`src/rtl/hamming74_pkg.sv`:
```
// Shared Hamming(7,4) definitions: codeword bit positions, encoder and syndrome.
// Used by the encoder, the decoder and the read controller.
package hamming74_pkg;

  localparam int P1_BIT = 0;
  localparam int P2_BIT = 1;
  localparam int D0_BIT = 2;
  localparam int P3_BIT = 3;
  localparam int D1_BIT = 4;
  localparam int D2_BIT = 5;
  localparam int D3_BIT = 6;

  function automatic logic [6:0] encode(input logic [3:0] d);
    logic [6:0] cw;
    cw         = '0;
    cw[D0_BIT] = d[0];
    cw[D1_BIT] = d[1];
    cw[D2_BIT] = d[2];
    cw[D3_BIT] = d[3];
    cw[P1_BIT] = d[0] ^ d[1] ^ d[3];
    cw[P2_BIT] = d[0] ^ d[2] ^ d[3];
    cw[P3_BIT] = d[1] ^ d[2] ^ d[3];
    return cw;
  endfunction

  // Returns {s3,s2,s1}; a nonzero value is the 1-based index of the flipped bit.
  function automatic logic [2:0] syndrome(input logic [6:0] cw);
    logic s1, s2, s3;
    s1 = cw[P1_BIT] ^ cw[D0_BIT] ^ cw[D1_BIT] ^ cw[D3_BIT];
    s2 = cw[P2_BIT] ^ cw[D0_BIT] ^ cw[D2_BIT] ^ cw[D3_BIT];
    s3 = cw[P3_BIT] ^ cw[D1_BIT] ^ cw[D2_BIT] ^ cw[D3_BIT];
    return {s3, s2, s1};
  endfunction

endpackage

```
`src/rtl/hamming74_correct.sv`:
```
// Combinational single-error corrector: flips the bit named by the syndrome
// and extracts the 4 data bits from the corrected codeword.
module hamming74_correct
  import hamming74_pkg::*;
(
  input  logic [6:0] cw_in,
  output logic [6:0] cw_out,
  output logic [3:0] data_out,
  output logic       err_out
);

  logic [2:0] syn;

  assign syn = syndrome(cw_in);

  for (genvar gi = 0; gi < 7; gi++) begin : g_fix
    assign cw_out[gi] = cw_in[gi] ^ (syn == 3'(gi + 1));
  end

  assign data_out = {cw_out[D3_BIT], cw_out[D2_BIT], cw_out[D1_BIT], cw_out[D0_BIT]};
  assign err_out  = |syn;

endmodule

```
`src/rtl/edc_mem_read_ctrl.sv`:
```
// Read controller for the Hamming(7,4) memory: fetch, correct, optional scrub
// write-back, then hold the response until the consumer takes it.
module edc_mem_read_ctrl
  import hamming74_pkg::*;
#(
  parameter int ADDR_W   = 4,
  parameter int CNT_W    = 8,
  parameter int SCRUB_EN = 1
) (
  input  logic              clk,
  input  logic              rst,
  input  logic              req_valid,
  output logic              req_ready,
  input  logic [ADDR_W-1:0] req_addr,
  output logic              mem_rd_en,
  output logic              mem_wr_en,
  output logic [ADDR_W-1:0] mem_addr,
  output logic [6:0]        mem_wdata,
  input  logic [6:0]        mem_rdata,
  output logic              rsp_valid,
  input  logic              rsp_ready,
  output logic [3:0]        rsp_data,
  output logic              rsp_err,
  output logic [ADDR_W-1:0] rsp_addr,
  output logic [CNT_W-1:0]  err_count
);

  typedef enum logic [2:0] {IDLE, RD, CHK, WB, RSP} state_t;

  state_t              state_q, state_d;
  logic [ADDR_W-1:0]   addr_q, addr_d;
  logic [6:0]          cw_q, cw_d;
  logic [3:0]          data_q, data_d;
  logic                err_q, err_d;
  logic [CNT_W-1:0]    cnt_q, cnt_d;

  logic [6:0]          fix_cw;
  logic [3:0]          fix_data;
  logic                fix_err;

  hamming74_correct u_correct (
    .cw_in   (mem_rdata),
    .cw_out  (fix_cw),
    .data_out(fix_data),
    .err_out (fix_err)
  );

  always_comb begin
    state_d   = state_q;
    addr_d    = addr_q;
    cw_d      = cw_q;
    data_d    = data_q;
    err_d     = err_q;
    cnt_d     = cnt_q;
    req_ready = 1'b0;
    mem_rd_en = 1'b0;
    mem_wr_en = 1'b0;
    mem_addr  = '0;
    mem_wdata = '0;
    rsp_valid = 1'b0;
    case (state_q)
      IDLE: begin
        req_ready = 1'b1;
        if (req_valid) begin
          addr_d  = req_addr;
          state_d = RD;
        end
      end
      RD: begin
        mem_rd_en = 1'b1;
        mem_addr  = addr_q;
        state_d   = CHK;
      end
      CHK: begin
        cw_d   = fix_cw;
        data_d = fix_data;
        err_d  = fix_err;
        if (fix_err && (cnt_q != {CNT_W{1'b1}})) begin
          cnt_d = cnt_q + CNT_W'(1);
        end
        state_d = (fix_err && (SCRUB_EN != 0)) ? WB : RSP;
      end
      WB: begin
        mem_wr_en = 1'b1;
        mem_addr  = addr_q;
        mem_wdata = cw_q;
        state_d   = RSP;
      end
      RSP: begin
        rsp_valid = 1'b1;
        if (rsp_ready) begin
          state_d = IDLE;
        end
      end
      default: state_d = IDLE;
    endcase
  end

  // Reset also clears the response registers so rsp_* read zero until the first read.
  always_ff @(posedge clk) begin
    if (rst) begin
      state_q <= IDLE;
      addr_q  <= '0;
      cw_q    <= '0;
      data_q  <= '0;
      err_q   <= 1'b0;
      cnt_q   <= '0;
    end else begin
      state_q <= state_d;
      addr_q  <= addr_d;
      cw_q    <= cw_d;
      data_q  <= data_d;
      err_q   <= err_d;
      cnt_q   <= cnt_d;
    end
  end

  assign rsp_data  = data_q;
  assign rsp_err   = err_q;
  assign rsp_addr  = addr_q;
  assign err_count = cnt_q;

endmodule

```
`config.mk`:
```
export PLATFORM = sky130hd
export DESIGN_NAME = edc_mem_read_ctrl
export DESIGN_NICKNAME = d
export VERILOG_FILES = /design/src/rtl/hamming74_pkg.sv /design/src/rtl/hamming74_correct.sv /design/src/rtl/edc_mem_read_ctrl.sv
export SDC_FILE = /design/constraint.sdc
export NUM_CORES = 1
export LEC_CHECK = 0
export ABC_AREA = 1
export CAP_MARGIN = 15
export CORE_UTILIZATION = 43
export DETAILED_ROUTE_END_ITERATION = 6
export PLACE_DENSITY = 0.88
export SYNTH_ARGS = -nofsm -noshare
export SYNTH_HDL_FRONTEND = slang
export SYNTH_HIERARCHICAL = 1
export SYNTH_SLANG_ARGS = --single-unit
```
`constraint.sdc`:
```
create_clock -name clk -period 1.6 [get_ports clk]
set_clock_uncertainty 0.05 [all_clocks]
set_input_delay 0.4 -clock clk [delete_from_list [all_inputs] [get_ports clk]]
set_output_delay 0.4 -clock clk [all_outputs]
set_load 0.01 [all_outputs]
```
==> flow_summary.ini, run 1 <==
[timing]
holdWs_ps = 415.4
tns_ps = -93.62
tightestPinTransition_ps = 500.2
rsz0062_at_grt = true
finalSetupViolations = 9
slew_violations = 0
finalHoldViolCount = 0
max-slew-margin-rel = 0.6662
layout_min_cycle_time_ps = 1621
clock.fmax_mhz = 616.9
finalCritPeriodShare = 1.013
finalWorstSetupSlack_ps = -20.91

[synth]
syn_area_mm2 = 0.001662
ys.warnings.count = 6
postSynthAreaPerCell_um2 = 6.391
synth_common_cells = nand2_1 (72), nor2_1 (31), inv_1 (30)
syn_inst = 260
synth_flop_cell = dfxtp_1
ys_top_cells_by_area = dfxtp_1 (33%), nand2_1 (16%), nor2_1 (7.0%), inv_1 (6.8%), o21ai_0 (6.3%)
synth.most_common_cell = nand2_1
synth-seq-cells = 27
ys_seq_area_frac = 0.3253
synth.largest_area_cell = dfxtp_1
syn_nets = 276
synthArstFlopShare = 0
synth_enable_flop_cells = 0
post_synth_num_cell_types = 26
synth.top_cell.area_share = 0.3253

[setup_path]
cp_slowest_cell = dfxtp_2
worst_setup_path_start_kind = flip-flop
cp.required_ps = 1150
critPathKind = reg -> out
path_cells = inv_2 > nor2_4 > nand2_4 > buf_6 > nor2_1 > buf_2
cp_max_fo = 4
crit_buf_inv = 3
crit_family = flip-flops
cp-end-kind = primary output
crit_path_max_incr_delay_ps = 340
critPathArrivalTime_ps = 1170

[clock_tree]
clock_latency_ps = 270
cts.clk_slew.worst_paths_ps = 90
cts_tree = done
ctsLongestPathBuffers = 2
clockRootBuffer = clkbuf_8
cts_made_buffers = 3
cts_sinks = 27
holdBufCountCts = 0
h-tree-depth = 1

[cells_and_area]
finalInstanceArea_mm2 = 0.002470
syn_to_final_growth_pct = 48.64
antenna_cells = 0
drive_gt1_frac = 0.3550
fillers = 317
nNetsFinal = 355
fin_util = 0.6696
fin_cells = 386

[detailed_routing]
antenna_left = 0
wl_per_cell_um = 10.73
vias = 1856
wl_met1_um = 1884
wl_met3_um = 132
drc_errors = 0
firstDrtPassIters = 4
wl_met2_um = 2075
drt_iter0_drc = 104
routed_wl_um = 4140
dr.max_layer_used = met4
vias_per_cell = 4.808

[placement]
place.port_buffers = 46
gp_congestion = 0.8779
dp_slack_ps = -635.1
hpwl_um = 3046
dp_cells = 380
place_area_mm2 = 0.002387

[power_and_ir_drop]
p_sw_frac = 0.3313
leakage_nw = 1.297
combPwrFrac = 0.382
intPower_mw = 1.259
clkPwrFrac = 0.201
ir_drop_mv = 0.3457
p_per_area_mw_per_mm2 = 762.3
power_frac_seq = 0.417
power.total_mw = 1.883
p_sw_mw = 0.6238

[floorplanning]
die_area_mm2 = 0.004117
die_w_um = 64.16
io_pins = 47
initial_utilization = 0.4505
core_mm2 = 0.003689
rows = 22
die_h_um = 64.16

[global_route]
grt_overflow = 0
grt_max_degree = 19
grt_util_all_layers = 0.2046
first_global_vias = 1590
grt_pass1_wl_um = 6803
antenna_found_initial = 0

[run_status]
outcome = finished, violations left
violations = setup timing

[flow_run]
drv_cap = 0

[worst_hold_path]
hold_class = reg -> reg
[tightest hold or removal path, delay by kind of cell (launching register included)]
family	cells	cell delay (ps)
flip-flops	1	300
buffers and inverters	1	60
AO/OA/AOI/OAI	1	60
[sequential cells by signal, summed over array words and instances, names as in the netlist]
register / flops
rsp_err: 1
rsp_addr: 4
err_count: 8
cw_q: 7
rsp_data: 4
state_q: 3
[final timing paths]
kind,startpoint,to,slack (ps),cells after the start
max,state_q[0],mem_wdata[0],-20,6
min,cw_q[5],cw_q[5],420,2
max reg2reg,err_count[0],err_count[6],200,6
min reg2reg,cw_q[5],cw_q[5],420,2
[cells in the final DEF, fill, tap and decap left out]
cell	instances
nor3_1	1
a21oi_1	16
clkdlybuf4s50_1	7
nand4_1	5
nand2_1	64
xor2_1	3
dfxtp_2	7
nor2_2	7
buf_4	33
buf_2	14
ha_1	1
clkbuf_8	3
nand2_2	16
o211ai_1	1
nand3_1	10
clkbuf_2	5
inv_1	26
nand3_4	2
a21oi_4	1
a21oi_2	3
buf_12	1
o21ai_1	2
dlygate4sd2_1	10
clkbuf_1	1
nor2_1	24
o21ai_0	19
nand2_4	4
dlymetal6s2s_1	7
buf_6	5
xnor2_1	1
dfxtp_1	20
nor2_4	6
nor3b_2	1
o21ai_2	1
inv_2	11
[cells by family after synthesis]
logic type,synth area share
AND/OR/NAND/NOR,0.3946
buffers and inverters,0.1137
AO/OA/AOI/OAI,0.1378
flip-flops,0.3253
XOR/XNOR,0.02109
adder cells (fa/ha/maj),0.007529
[layer usage]
metal  up-vias  GRT usage
li1        970          -
met1       840     0.2508
met2        39     0.3763
met3         7    0.02321
met4         0    0.05000
met5         -          0
[power by group through the flow]
| stage | registers (mW) | logic, mW | clock network [mW] |
|---|---|---|---|
| 2_1_floorplan | 0.815 | 0.333 | 0 |
| 3_3_place_gp | 0.792 | 0.660 | 0 |
| 3_5_place_dp | 0.794 | 0.676 | 0 |
| 4_1_cts | 0.785 | 0.679 | 0.391 |
| 5_1_grt | 0.792 | 0.792 | 0.411 |
| 6_report | 0.785 | 0.718 | 0.379 |
[area by class of cell]
type / instances / area (µm²) / area share
Clock buffer: 4 / 45.04 / 0.01824
Inverter: 37 / 138.9 / 0.05623
Multi-Input combinational cell: 188 / 1012 / 0.4098
Sequential cell: 27 / 549.3 / 0.2224
Tap cell: 48 / 60.06 / 0.02432
Timing Repair Buffer: 82 / 664.4 / 0.2690
[what timing repair did]
action	4_1_cts	5_1_grt
cloned	0	0
pin swaps	9	9
setup buffers	0	2
resized for setup	110	34
setup endpoints to repair	48	43
No activity file was read; power rests on OpenSTA's default activity.
==> inputs of run 2 (changes only) <==
- RECOVER_POWER: not set -> 25
- SKIP_LAST_GASP: not set -> 1
==> run 2 against run 1 <==
Effect of this change: the run still ends with setup timing left; combinational power is essentially flat; hold slack is essentially flat; die area is the same; clock-buffer cell count is the same; largest power group unchanged.
==> flow_summary.ini, run 2 (same netlist as run 1, synthesis figures left out) <==
[clock_tree]
holdBufCountCts = 0
clockRootBuffer = clkbuf_8
h-tree-depth = 1
cts_sinks = 27
cts.clk_slew.worst_paths_ps = 90
cts_made_buffers = 3
ctsLongestPathBuffers = 2
cts_tree = done
clock_latency_ps = 270

[floorplanning]
die_area_mm2 = 0.004117
initial_utilization = 0.4505
io_pins = 47
core_mm2 = 0.003689
die_h_um = 64.16
die_w_um = 64.16
rows = 22

[global_route]
grt_pass1_wl_um = 6803
first_global_vias = 1590
grt_util_all_layers = 0.2046
antenna_found_initial = 0
grt_max_degree = 19
grt_overflow = 0

[setup_path]
worst_setup_path_start_kind = flip-flop
critPathKind = reg -> out
critPathArrivalTime_ps = 1170
cp-end-kind = primary output
ff2ff_setup_slack_ps = 210
cp_max_fo = 4
cp.required_ps = 1150

[timing]
slew_violations = 0
rsz0062_at_grt = true
finalSetupViolations = 8
layout_min_cycle_time_ps = 1621
finalHoldViolCount = 0
finalWorstSetupSlack_ps = -20.55
max-slew-margin-rel = 0.6667
clock.fmax_mhz = 617.1
tightestPinTransition_ps = 499.4
finalCritPeriodShare = 1.013

[run_status]
outcome = finished, violations left
violations = setup timing

[cells_and_area]
fin_cells = 386
drive_gt1_frac = 0.3521
most-common-layout-cells = nand2_1 (65), buf_4 (33), inv_1 (26)
final_common_cell = nand2_1
largest_reg_flops = 8
fin_util = 0.6642
nNetsFinal = 355
finalInstanceArea_mm2 = 0.002450
syn_to_final_growth_pct = 47.44
antenna_cells = 0

[detailed_routing]
drc_errors = 0
wl_per_cell_um = 10.69
vias_per_cell = 4.813
firstDrtPassIters = 4
antenna_left = 0
routed_wl_um = 4125
drt_iter0_drc = 90
vias = 1858

[placement]
place_area_mm2 = 0.002387
gp_congestion = 0.8779
hpwl_um = 3046
place.port_buffers = 46
dp_cells = 380

[power_and_ir_drop]
power.total_mw = 1.881
ir_drop_mv = 0.3449
p_per_area_mw_per_mm2 = 767.6
leakage_nw = 1.178

[worst_hold_path]
hold_class = reg -> reg

[flow_run]
drv_cap = 0
[run 2: changes by cell type in the layout (fill, tap and decap cells not counted)]
cell             change
clkdlybuf4s25_1      +7
dlymetal6s2s_1       -7
nand2_2              -1
nand2_1              +1
[run 2: worst max-delay path, stage by stage, from the launching register on]
cell,delay [ps]
dfxtp_2,340
inv_2,40
nor2_4,110
nand2_4,90
buf_6,130
nor2_1,70
buf_2,130
[run 2: worst paths after layout]
kind,startpoint,to,cells past startpoint
worst max-delay path,state_q[0],mem_wdata[0],6
worst min-delay path,cw_q[5],cw_q[5],2
worst max register to register,err_count[0],err_count[6],6
worst min register to register,cw_q[5],cw_q[5],2
[run 2: what timing repair did]
item / 4_1_cts / 5_1_grt
buffers inserted: 0 / 2
pin swaps: 9 / 9
endpoints found under the setup margin: 48 / 43
gates resized for setup: 110 / 34
[run 2: metrics by stage]
stage / hold slack [ps] / setup WS, ps / TNS [ps]
after detailed placement: 396.0 / -635.1 / -15270
after CTS: 416.1 / -72.82 / -460.0
final: 415.3 / -20.55 / -90.37
after global routing: 439.9 / -81.38 / -1207
after global placement: 391.2 / -572.8 / -14000
after floorplan: 379.4 / 24.76 / 0
[run 2: where the power goes]
part / internal (mW) / total (mW) / switching, mW
combinational: 0.331 / 0.716 / 0.384
clock: 0.178 / 0.378 / 0.200
sequential: 0.747 / 0.786 / 0.0391
[run 2: cell type report]
cell class	count	area, µm²
Multi-Input combinational cell	188	1010
Clock buffer	4	45.04
Fill cell	324	1239
Sequential cell	27	549.3
Timing Repair Buffer	82	646.9
Tap cell	48	60.06
Inverter	37	138.9
[run 2: metal layers]
layer | vias up | GRT usage | share of wire
li1 | 969 | - | -
met1 | 842 | 0.2508 | 0.45
met2 | 40 | 0.3763 | 0.50
met3 | 7 | 0.02321 | 0.034
met4 | 0 | 0.05000 | 0.011
met5 | - | 0 | 0
